<file path="src/rtl/bit_serial_adder_pkg.sv">
// Shared definitions for the bit-serial adder: FSM state encoding and
// a constant-function clog2 used to size the bit counter.
package bsa_pkg;

    typedef enum logic [1:0] {
        ST_IDLE = 2'd0,
        ST_RUN  = 2'd1,
        ST_DONE = 2'd2
    } state_t;

    // Never returns less than 1 so a counter declared from it always has a bit.
    function automatic int unsigned clog2(input int unsigned v);
        int unsigned r;
        r = 0;
        for (int unsigned i = 0; i < 32; i++) begin
            if ((32'd1 << i) < v) r = i + 1;
        end
        return (r == 0) ? 1 : r;
    endfunction

endpackage

</file>
<file path="src/rtl/bit_serial_adder_full_adder.sv">
// Single-bit full adder cell shared across the arithmetic datapaths.
module full_adder (
    input  logic a,
    input  logic b,
    input  logic c_in,
    output logic sum,
    output logic c_out
);

    assign sum   = a ^ b ^ c_in;
    assign c_out = (a & b) | (a & c_in) | (b & c_in);

endmodule

</file>
<file path="src/rtl/bit_serial_adder.sv">
// WIDTH-bit adder built from one full adder and a registered carry,
// consuming operands LSB-first at one bit per clock behind valid/ready.
module bit_serial_adder
    import bsa_pkg::*;
#(
    parameter int unsigned WIDTH = 8
) (
    input  logic             clk,
    input  logic             rst_n,
    input  logic             in_valid,
    output logic             in_ready,
    input  logic [WIDTH-1:0] in_a,
    input  logic [WIDTH-1:0] in_b,
    input  logic             in_c,
    output logic             out_valid,
    input  logic             out_ready,
    output logic [WIDTH-1:0] out_sum,
    output logic             out_c
);

    localparam int unsigned CW = clog2(WIDTH);

    state_t           state;
    state_t           state_nxt;
    logic [WIDTH-1:0] a_sr;
    logic [WIDTH-1:0] b_sr;
    logic [WIDTH-1:0] sum_sr;
    logic             carry;
    logic [CW-1:0]    cnt;
    logic             fa_sum;
    logic             fa_cout;
    logic             last_bit;
    logic             accept;

    full_adder u_fa (
        .a     (a_sr[0]),
        .b     (b_sr[0]),
        .c_in  (carry),
        .sum   (fa_sum),
        .c_out (fa_cout)
    );

    assign last_bit = (cnt == CW'(WIDTH - 1));
    assign accept   = in_valid && (state == ST_IDLE);

    always_ff @(posedge clk or negedge rst_n) begin
        if (!rst_n) state <= ST_IDLE;
        else        state <= state_nxt;
    end

    always_comb begin
        state_nxt = state;
        unique case (state)
            ST_IDLE: if (in_valid)  state_nxt = ST_RUN;
            ST_RUN:  if (last_bit)  state_nxt = ST_DONE;
            ST_DONE: if (out_ready) state_nxt = ST_IDLE;
            default:                state_nxt = ST_IDLE;
        endcase
    end

    always_comb begin
        in_ready  = (state == ST_IDLE);
        out_valid = (state == ST_DONE);
    end

    always_ff @(posedge clk or negedge rst_n) begin
        if (!rst_n) begin
            a_sr    <= '0;
            b_sr    <= '0;
            sum_sr  <= '0;
            carry   <= 1'b0;
            cnt     <= '0;
            out_sum <= '0;
            out_c   <= 1'b0;
        end else if (accept) begin
            a_sr  <= in_a;
            b_sr  <= in_b;
            carry <= in_c;
            cnt   <= '0;
        end else if (state == ST_RUN) begin
            a_sr   <= a_sr >> 1;
            b_sr   <= b_sr >> 1;
            sum_sr <= {fa_sum, sum_sr[WIDTH-1:1]};
            carry  <= fa_cout;
            // Counter stops at WIDTH-1; the FSM leaves RUN on that edge.
            if (last_bit) begin
                out_sum <= {fa_sum, sum_sr[WIDTH-1:1]};
                out_c   <= fa_cout;
            end else begin
                cnt <= cnt + 1'b1;
            end
        end
    end

endmodule

</file>
<file path="config.mk">
export PLATFORM = sky130hd
export DESIGN_NAME = bit_serial_adder
export DESIGN_NICKNAME = d
export VERILOG_FILES = /design/src/rtl/bit_serial_adder_pkg.sv /design/src/rtl/bit_serial_adder_full_adder.sv /design/src/rtl/bit_serial_adder.sv
export SDC_FILE = /design/constraint.sdc
export NUM_CORES = 1
export LEC_CHECK = 0
export BUFFER_PORTS_ARGS = -buffer_cell sky130_fd_sc_hd__buf_2
export CAP_MARGIN = 20
export CORE_MARGIN = 2
export CORE_UTILIZATION = 35
export CTS_CLUSTER_DIAMETER = 150
export DETAILED_ROUTE_END_ITERATION = 7
export SYNTH_ARGS = -nofsm -noshare
export SYNTH_HDL_FRONTEND = slang
export SYNTH_SLANG_ARGS = --single-unit
</file>
<file path="constraint.sdc">
create_clock -name clk -period 1.8 [get_ports clk]
set_input_delay 0.54 -clock clk [delete_from_list [all_inputs] [get_ports clk]]
set_output_delay 0.54 -clock clk [all_outputs]
set_load 0.01 [all_outputs]
</file>
==> summary.md, run 1 <==
| Metric | Value |
|---|---|
| Outcome | finished, final reports clean |
| Final Util | 0.426 |
| Latest clock arrival within the worst-skew pair | 280 ps |
| Worst-Margin Slew | 481 ps |
| Gate Count Post-Synth | 134 |
| CP endpoint kind | output pin |
| Remaining DRCs | 0 |
| Via density | 5.02 |
| Pleak | 0.000904 uW |
| Worst path arrival time | 1190 ps |
| Critical Path RT | 1260 ps |
| Critical Path Start Type | flip-flop |
| M2 GR Usage | 0.204 |
| Die Height | 73.9 um |
| Max-Cap Viols | 0 |
| Skew final | 1.54 ps |
| CTS Buffer Depth | 2 |
| Detail Route Antenna Nets | 0 |
| Max IR drop VDD | 0.587 mV |
| Sink Count | 38 |
| FILL cells | 469 |
| Wire per inst | 14.9 um |
| Flops & latches, synth | 38 |
| Period Utilization, post-route | 0.959 |
| Multi-input gate area | 687 um^2 |
| Hold slack | 294 ps |
| Met3 Use GR | 0.0384 |
| CTS tree | yes |
| Global-route wire length before repair | 5770 um |
| Congestion Overflow GR | 0 |
| Core Box Area | 0.00472 mm^2 |
| Critical path class | flip-flop to output pin |
| Met1 Resource Use GR | 0.204 |
| HPWL after DPL | 2430 um |
| Synthesized area | 0.00171 mm^2 |
| Post-layout min period | 1730 ps |
| Routed via count | 1179 |
| Max-slew violation count | 0 |
| Post-CTS Setup Repair Bufs | 0 |
| Cell Rows | 25 |
| Clock root buffer master | clkbuf_8 |
| Vias in the first global route | 1224 |
| Share of layout cells above drive strength 1 | 0.369 |
| Relative slew margins | 0.679 |
| Syn. warnings | 0 |
| Layout overhead on the synthesized area | 17.6% |
| Fmax | 579 MHz |
| Cts bufs inserted | 5 |
| Seq/Total Area, Yosys | 0.556 |
| Final RePlAce weighted congestion | 0.722 |
| H-tree depth | 2 |
| Gr usage total | 0.139 |
| Port bufs | 31 |
| Final-report hold violation count | 0 |
| DIE AREA | 0.00546 mm^2 |
| # setup viols final | 0 |
| Post-Synthesis Net Count | 158 |
| Worst-path maximum fanout | 8 |
| Initial antenna violation count | 0 |
| Largest net degree at the start of global routing | 39 |
| # IOs | 32 |
| Average cell area after synthesis | 12.8 um^2 |
| CTS clk-pin slew, worst paths | 70 ps |
| Drt pass-1 iters | 4 |
| Grt peak-use layer | met1 |
| Die width | 73.9 um |
| Final WL | 3490 um |
| Hold Crit Class | input pin to async pin |
| PD cells | 1720 mW/mm^2 |
| Netlist cell types | 29 |
| Antenna cells | 0 |
| Final setup TNS | 0 ps |
| Reg area | 952 um^2 |
| Unrepaired setup endpoints after global routing | false |
| Initial Util | 0.362 |
| DRT iter0 DRCs | 72 |
| Post-layout nets | 191 |
## where the power goes
group,switching [uW],total (uW),internal (uW)
sequential,298,1560,1260
combinational,610,1320,706
clock,283,592,309
total,1190,3470,2280
## per-stage QoR
stage	instance area [um^2]	worst slack (ps)	cells	total power [uW]
final	2010	74.3	235	3470
after CTS	2010	18.4	235	3500
after global placement	1910	279	227	2820
after detailed placement	1910	201	227	2900
after floorplan	1710	300	134	2540
after global routing	2010	5.30	235	3740
## kinds of logic after synthesis
group	count (synthesis)	share of synthesized area
AO/OA/AOI/OAI	49	0.187
AND/OR/NAND/NOR	17	0.0614
adder cells (fa/ha/maj)	3	0.0263
multiplexers	16	0.125
flip-flops	38	0.556
buffers and inverters	11	0.0439
## critical path, stage by stage, from the launching register on
cell	delay, ps
dfrtp_1	500
nor2_2	240
buf_2	170
## placed cells by master (no fill, tap or decap), drive strengths merged
master and count:
o2bb2ai 3, mux2 16, o31ai 1, nor3 1, nand3 1, dfrtp 38, a22oi 2, o221a 3
fa 1, ha 2, nand3b 3, buf 35, clkinv 1, nand2b 4, a21oi 11, nor2b 1
nand2 2, nor2 5, clkbuf 7, o22ai 21, a2bb2oi 3, o21ai 5, inv 2
## worst paths after layout
| path | startpoint | end | slack [ps] | depth (start not counted) |
|---|---|---|---|---|
| max | state[0]$_DFFE_PN0P_ | in_ready | 70 | 2 |
| min | rst_n | out_sum[0]$_DFFE_PN0P_ | 290 | 2 |
| max reg2reg | cnt[0]$_DFFE_PN0P_ | out_sum[7]$_DFFE_PN0P_ | 200 | 4 |
| min reg2reg | out_sum[0]$_DFFE_PN0P_ | out_sum[0]$_DFFE_PN0P_ | 500 | 1 |
| max in group asynchronous | rst_n | state[1]$_DFFE_PN0P_ | 1150 | 2 |
| min in group clk | out_ready | state[1]$_DFFE_PN0P_ | 440 | 2 |
## final cells by class
type | count | share of cell area
Timing Repair Buffer | 35 | 0.0920
Clock inverter | 1 | 0.00249
Multi-Input combinational cell | 85 | 0.341
Inverter | 2 | 0.00622
Clock buffer | 7 | 0.0429
Tap cell | 67 | 0.0417
Sequential cell | 38 | 0.473
## layer usage
| metal | part of all wire | vias to the layer above |
|---|---|---|
| li1 | - | 570 |
| met1 | 0.50 | 577 |
| met2 | 0.45 | 28 |
| met3 | 0.045 | 4 |
| met4 | 0.0086 | 0 |
| met5 | 0 | - |
## synth_stat cells (all sizes together)
cell	n	area (um^2)
nor2	5	21.3
buf	9	65.1
o31ai	1	7.51
nand3b	3	22.5
o21ai	5	25.0
o22ai	21	131
fa	1	20.0
nor3	1	5.00
a21oi	11	55.1
o221a	3	33.8
nand2	2	7.51
inv	2	10.0
dfrtp	38	951
nand3	1	17.5
o2bb2ai	3	26.3
mux2	16	214
a2bb2oi	3	26.3
nor2b	1	6.26
ha	2	25.0
a22oi	2	15.0
nand2b	4	25.0
## state kept, by name, indices dropped and copies added, names as in the netlist
register and cells:
out_sum 8, cnt 3, out_c 1, sum_sr 7
b_sr 8, state 2, a_sr 8, carry 1
## repair_timing
| item | 4_1_cts | 5_1_grt |
|---|---|---|
| endpoints found under the setup margin | 2 | 1 |
| resized for setup | 1 | 2 |
| hold buffers | 0 | 0 |
Note: power is estimated with default switching activity, not from simulation.
==> run 2, diff against run 1 <==
- SYNTH_HIERARCHICAL: unset -> 1
==> summary.md, run 2 <==
| Metric | Value |
|---|---|
| Multi-input gate area | 706 um^2 (+2.7%) |
| Remaining DRCs | 0 (unchanged) |
| Core Box Area | 0.00469 mm^2 (-0.66%) |
| Hold slack | 285 ps (-9.22 ps) |
| Most frequent cells in the layout | dfrtp_1 (37), buf_2 (31), nand2_1 (28) |
| Critical path class | flip-flop to output pin |
| Post-placement cell area | 0.00192 mm^2 (+0.39%) |
| Initial antenna violation count | 0 (unchanged) |
| Die width | 73.8 um (-0.21%) |
| Final RePlAce weighted congestion | 0.741 (+2.7%) |
| CP endpoint kind | output pin |
| Final setup TNS | 0 ps (unchanged) |
| Worst path cell trace | nor2_2, buf_2 |
| Outcome | finished, final reports clean |
| Post-layout min period | 1690 ps (-40.5 ps) |
| Max-Cap Viols | 0 (unchanged) |
| # setup viols final | 0 (unchanged) |
| Count of buffer and inverter cells on the critical path | 1 (unchanged) |
| Congestion Overflow GR | 0 (unchanged) |
| Cell Rows | 25 (unchanged) |
| Vias in the first global route | 1269 (+3.7%) |
| Cts bufs inserted | 5 (unchanged) |
| Routed via count | 1200 (+1.8%) |
| End of the worst register-to-register path | out_sum[5]$_DFFE_PN0P_ |
| Slowest stage delay, CP | 500 ps (about the same) |
| Area contributors post-synth | dfrtp_1 (56%), nand2_1 (6.2%), mux2_2 (6.0%) |
| CTS Buffer Depth | 2 (unchanged) |
| FILL cells | 476 (+1.5%) |
| Kind of cell adding the most delay to the critical path | flip-flops |
| Global-route wire length before repair | 5740 um (-0.49%) |
| Wire per inst | 14.6 um (-1.8%) |
| Top cells by count, synth | dfrtp_1 (38), nand2_1 (28), mux2_2 (9) |
| Average cell area after synthesis | 11.6 um^2 (-9.2%) |
| Largest net degree at the start of global routing | 39 (unchanged) |
| # IOs | 32 (unchanged) |
| Syn. warnings | 6 (+6) |
| Clock root buffer master | clkbuf_8 |
| Ys async rst share | 1.00 (unchanged) |
| Top FF cell, synth | dfrtp_1 |
| Reg area | 952 um^2 (unchanged) |
| Via density | 5.06 (+0.92%) |
| Number of synthesized flops with an enable pin | 0 (unchanged) |
| Flops & latches, synth | 38 (unchanged) |
| Unrepaired setup endpoints after global routing | false |
| Worst-path maximum fanout | 10 (+2) |
| Post-Synth Adder-Cell Area | 0.0265 (+0.000116) |
| Largest area contributor in the netlist | dfrtp_1 |
| Synth Area in Compound Gates | 0.169 (-0.0183) |
| DRT iter0 DRCs | 33 (-54%) |
| Netlist cell types | 30 (+3.4%) |
| Antenna cells | 0 (unchanged) |
| Fmax | 593 MHz (+2.4%) |
| Latest clock arrival within the worst-skew pair | 290 ps (about the same) |
| Largest registers | a_sr: 8 flops, b_sr: 8 flops, out_sum: 8 flops |
| H-tree depth | 2 (unchanged) |
| Layout overhead on the synthesized area | 18.7% |
| Synth top area share | 0.558 (+0.00245) |
| Final WL | 3460 um (-0.92%) |
| Max-slew violation count | 0 (unchanged) |
| Die Height | 73.8 um (-0.21%) |
| Most common cell after layout, fill and taps aside | dfrtp_1 |
| Max IR drop VDD | 0.681 mV (+16%) |
| Largest family of logic cells by synthesized area | compound AO/OA/AOI/OAI gates |
| Worst-Margin Slew | 478 ps (-3.60 ps) |
| Drt pass-1 iters | 4 (unchanged) |
| Critical Path RT | 1260 ps (about the same) |
| Post-CTS Setup Repair Bufs | 0 (unchanged) |
| Port bufs | 31 (unchanged) |
| CTS clk-pin slew, worst paths | 80 ps (about the same) |
| Mux share of post-synthesis cell area | 0.0595 (-0.0656) |
| Initial Util | 0.363 (+0.000814) |
| CTS tree | yes |
| Count leader, synth | dfrtp_1 |
| Sink Count | 38 (unchanged) |
| Synth Area in Simple Gates | 0.158 (+0.0965) |
| CP Launch Point | state[1]$_DFFE_PN0P_ |
| Slowest stage cell, crit path | dfrtp_2 |
| HPWL after DPL | 2470 um (+2.0%) |
| Skew final | 12.1 ps (+10.6 ps) |
| Gr usage total | 0.142 (+0.00230) |
| Period Utilization, post-route | 0.936 (-0.0225) |
| Post-Synthesis Net Count | 171 (+8.2%) |
| Xor and xnor area share after synthesis | 0 (unchanged) |
| Final Power | 3410 uW (-1.7%) |
| Synthesized area | 0.00170 mm^2 (-0.44%) |
| Critical Path Start Type | flip-flop |
| Share of layout cells above drive strength 1 | 0.388 (+0.0189) |
| Worst r2r src | cnt[0]$_DFFE_PN0P_ |
| Worst path arrival time | 1150 ps (-40 ps) |
| Relative slew margins | 0.682 (+0.00240) |
| Gate Count Post-Synth | 147 (+9.7%) |
| Design area | 0.00202 mm^2 (+0.44%) |
| Post-layout nets | 206 (+7.9%) |
| Pleak | 0.000982 uW (+8.7%) |
| Seq/Total Area, Yosys | 0.558 (+0.00245) |
| Final Util | 0.431 (+0.00471) |
| DIE AREA | 0.00544 mm^2 (-0.42%) |
| Final-report hold violation count | 0 (unchanged) |
| Detail Route Antenna Nets | 0 (unchanged) |
| Reg2Reg Depth | 4 (unchanged) |
| Flop-to-flop setup slack | 200 ps (about the same) |
| PD cells | 1690 mW/mm^2 (-2.1%) |
| Hold Crit Class | input pin to async pin |
==> run 2: changes by cell type in the layout (fill, tap and decap cells not counted), moves of 7 or more <==
cell,previous run,this run
nand2_1,2,28
mux2_4,9,0
o22a_2,0,7
a21oi_1,11,2
o22a_1,0,7
o22ai_1,21,0
==> run 2: per-layer routing <==
metal  up-vias  routed length (um)  share of wire  track usage
li1        593                   -              -            -
met1       579                1540           0.44        0.172
met2        23                1730           0.50        0.239
met3         5                 148          0.043       0.0384
met4         0                  44          0.013       0.0545
met5         -                   0              0            0
==> run 2: through the flow <==
| stage | setup WS (ps) | cells |
|---|---|---|
| after floorplan | 292 | 147 |
| after global placement | 226 | 229 |
| after detailed placement | 172 | 229 |
| after CTS | 32.5 | 237 |
| after global routing | 53.0 | 237 |
| final | 115 | 237 |
==> run 2: worst reg2reg max path, stage by stage (launching register included) <==
cell,delay [ps]
dfrtp_1,410
ha_1,210
ha_1,250
nand2_2,240
mux2_2,370
==> run 2: area by class of cell <==
| type | count | area share |
|---|---|---|
| sequential | 38 | 0.471 |
| multi-input combinational | 99 | 0.349 |
| timing repair buffer | 36 | 0.0954 |
| clock buffer | 6 | 0.0409 |
| tap | 54 | 0.0334 |
| clock inverter | 2 | 0.00619 |
| inverter | 2 | 0.00372 |
==> run 2: worst max path at each step <==
stage / to / slack [ps] / depth (start not counted)
2_1_floorplan: out_c$_DFFE_PN0P_ / 290 / 5
3_3_place_gp: a_sr[4]$_DFFE_PN0P_ / 230 / 4
3_5_place_dp: a_sr[4]$_DFFE_PN0P_ / 170 / 4
6_report: in_ready / 110 / 2
5_1_grt: out_valid / 50 / 4
4_1_cts: in_ready / 30 / 2
==> run 2: logic make-up after synthesis <==
kind of cell | count (synthesis)
AOI/OAI and AO/OA | 34
adders and majority gates | 3
buffers and inverters | 10
DFF | 38
muxes | 9
and+or+nand+nor | 53
==> run 2: timing repair <==
action	CTS	global route
cloned	0	0
setup endpoints to repair	1	2
gates resized for setup	1	1
hold buffers	0	0
==> run 2: power by group <==
group          total, uW  leakage [uW]  switching, uW  internal [uW]
clock network        608     0.0000472            301            308
logic               1290      0.000467            616            673
registers           1510      0.000468            268           1240
==> run 3, diff against run 2 <==
- ABC_AREA: unset -> 1
- CORE_ASPECT_RATIO: unset -> 1.25
- PLACE_DENSITY: unset -> 0.63
==> summary.md, run 3 <==
| Metric | Value |
|---|---|
| Outcome | finished, final reports clean |
| Max-slew violation count | 0 (unchanged) |
| Hold_buf cts | 0 (unchanged) |
| Reg2Reg Depth | 5 (+1) |
| Max IR drop VDD | 0.696 mV (+2.2%) |
| Vias in the first global route | 1186 (-6.5%) |
| Routed via count | 1280 (+6.7%) |
| Largest area contributor in the netlist | dfrtp_1 |
| Wire per inst | 11.0 um (-24%) |
| Pleak | 0.00104 uW (+5.8%) |
| Kind of cell adding the most delay to the critical path | flip-flops |
| Port bufs | 31 (unchanged) |
| Post-Synthesis Net Count | 208 (+22%) |
| Synth top area share | 0.572 (+0.0134) |
| Die Height | 81.1 um (+9.9%) |
| Initial Util | 0.357 (-0.00606) |
| Worst path cell trace | inv_2, nor2_1, buf_2 |
| Final setup TNS | 0 ps (unchanged) |
| # IOs | 32 (unchanged) |
| Sink Count | 38 (unchanged) |
| Latest clock arrival within the worst-skew pair | 290 ps (about the same) |
| CTS Buffer Depth | 2 (unchanged) |
| Antenna cells | 0 (unchanged) |
| Period Utilization, post-route | 0.920 (-0.0163) |
| Die width | 65.7 um (-11%) |
| Top cells by count, synth | nand2_1 (78), dfrtp_1 (38), nand3_1 (36), inv_1 (7), o21ai_0 (6) |
| Top FF cell, synth | dfrtp_1 |
| Initial antenna violation count | 0 (unchanged) |
| Detail Route Antenna Nets | 0 (unchanged) |
| Relative slew margins | 0.707 (+0.0253) |
| Seq/Total Area, Yosys | 0.572 (+0.0134) |
| Flops & latches, synth | 38 (unchanged) |
| # setup viols final | 0 (unchanged) |
| Ys async rst share | 1.00 (unchanged) |
| Number of synthesized flops with an enable pin | 0 (unchanged) |
| Post-CTS resize count | 0 (-1) |
| Cts bufs inserted | 5 (unchanged) |
| Largest net degree at the start of global routing | 39 (unchanged) |
| Syn. warnings | 6 (unchanged) |
| Count leader, synth | nand2_1 |
| Most common cell after layout, fill and taps aside | nand2_1 |
| Post-placement setup slack | 347 ps (+176 ps) |
| DIE AREA | 0.00532 mm^2 (-2.2%) |
| Critical path depth | 3 (+1) |
| Max-Cap Viols | 0 (unchanged) |
| Worst-path maximum fanout | 5 (-5) |
| Share of layout cells above drive strength 1 | 0.219 (-0.169) |
| Most frequent cells in the layout | nand2_1 (78), dfrtp_1 (38), nand3_1 (36) |
| Area contributors post-synth | dfrtp_1 (57%), nand2_1 (18%), nand3_1 (11%) |
| DRT iter0 DRCs | 97 (+190%) |
| Final-report hold violation count | 0 (unchanged) |
| Count of buffer and inverter cells on the critical path | 2 (+1) |
| Post-layout min period | 1660 ps (-29.4 ps) |
| Drt pass-1 iters | 4 (unchanged) |
| CP endpoint kind | output pin |
| Gr usage total | 0.134 (-0.00787) |
| Gate Count Post-Synth | 184 (+25%) |
| Fmax | 604 MHz (+1.8%) |
| Hold Crit Class | input pin to async pin |
| Via density | 4.59 (-9.4%) |
| Final WL | 3080 um (-11%) |
| Worst-Margin Slew | 438 ps (-39.7 ps) |
| Worst path arrival time | 1120 ps (-30 ps) |
| Average cell area after synthesis | 9.04 um^2 (-22%) |
| Final Power | 3130 uW (-8.3%) |
| Slowest stage cell, crit path | dfrtp_1 |
| HPWL after DPL | 2220 um (-10%) |
| Core Box Area | 0.00466 mm^2 (-0.69%) |
| Slowest stage delay, CP | 470 ps (-30 ps) |
| Remaining DRCs | 0 (unchanged) |
| CTS tree | yes |
| Congestion Overflow GR | 0 (unchanged) |
| Critical Path Start Type | flip-flop |
| Critical Path RT | 1260 ps (about the same) |
| Netlist cell types | 16 (-47%) |
| Global-route wire length before repair | 5290 um (-7.8%) |
| Final WS setup | 144 ps (+29.4 ps) |
| Non-Filler Instances | 279 (+18%) |
| Skew final | 3.78 ps (-8.34 ps) |
| H-tree depth | 2 (unchanged) |
| Largest registers | a_sr: 8 flops, b_sr: 8 flops, out_sum: 8 flops |
| Cell Rows | 28 (+12%) |
| Post-layout nets | 242 (+17%) |
| FILL cells | 469 (-1.5%) |
| Critical path class | flip-flop to output pin |
| Placed instance count | 271 (+18%) |
| Clock root buffer master | clkbuf_8 |
| Post-CTS Setup Repair Bufs | 0 (unchanged) |
| Final RePlAce weighted congestion | 0.805 (+8.5%) |
| CTS clk-pin slew, worst paths | 70 ps (about the same) |
| Unrepaired setup endpoints after global routing | false |
| Layout overhead on the synthesized area | 17.8% |
| Synthesized area | 0.00166 mm^2 (-2.4%) |
| PD cells | 1600 mW/mm^2 (-5.5%) |
[run 3: changes by cell type after synthesis, sizes merged, moves of 6 or more]
| cell | previous run | this run |
|---|---|---|
| nand3 | 4 | 36 |
| nand3b | 7 | 0 |
| o22a | 14 | 0 |
| mux2 | 9 | 0 |
| inv | 2 | 8 |
| a22oi | 6 | 0 |
| nand2 | 29 | 80 |
[run 3: area by class of cell]
type	instances	area, um^2	area share
Sequential cell	38	951	0.485
Clock buffer	7	86.3	0.0441
Timing Repair Buffer	34	190	0.0971
Clock inverter	1	5.00	0.00255
Tap cell	60	75.1	0.0383
Multi-Input combinational cell	131	622	0.317
Inverter	8	30.0	0.0153
[run 3: power breakdown]
part / leakage, uW / internal (uW) / switching, uW / total [uW]
Combinational: 0.000501 / 433 / 673 / 1110
Clock: 0.0000482 / 309 / 279 / 587
Sequential: 0.000489 / 1210 / 223 / 1430
[run 3: per-stage QoR]
stage | util | hold WS [ps] | cell area, um^2
global placement | 0.401 | 453 | 1870
floorplan | - | 244 | 1660
CTS | 0.421 | 204 | 1960
detailed placement | 0.401 | 453 | 1870
finish | 0.421 | 207 | 1960
global route | 0.421 | 218 | 1960
[run 3: routing by layer]
| metal | routed length [um] | track usage | vias to the layer above |
|---|---|---|---|
| li1 | - | - | 655 |
| met1 | 1480 | 0.166 | 592 |
| met2 | 1400 | 0.212 | 27 |
| met3 | 146 | 0.0332 | 6 |
| met4 | 56 | 0.0750 | 0 |
| met5 | 0 | 0 | - |
[run 3: final timing paths]
path                       slack [ps]                    from                     end
hold reg to reg                   470  out_sum[5]$_DFFE_PN0P_  out_sum[5]$_DFFE_PN0P_
hold / removal                    210                   rst_n  out_sum[3]$_DFFE_PN0P_
setup / recovery                  140    state[1]$_DFFE_PN0P_               out_valid
max in group asynchronous        1410                   rst_n     b_sr[0]$_DFFE_PN0P_
setup reg to reg                  390    state[0]$_DFFE_PN0P_       out_c$_DFFE_PN0P_
min in group clk                  450               out_ready    state[1]$_DFFE_PN0P_
[run 3: cells by family (layout without fill, tap and decap cells)]
family | count (synthesis) | in the layout | synth area share
compound gates | 8 | 8 | 0.0324
buf+inv | 15 | 50 | 0.0542
simple gates | 120 | 120 | 0.315
fa+ha+maj | 3 | 3 | 0.0271
flops | 38 | 38 | 0.572
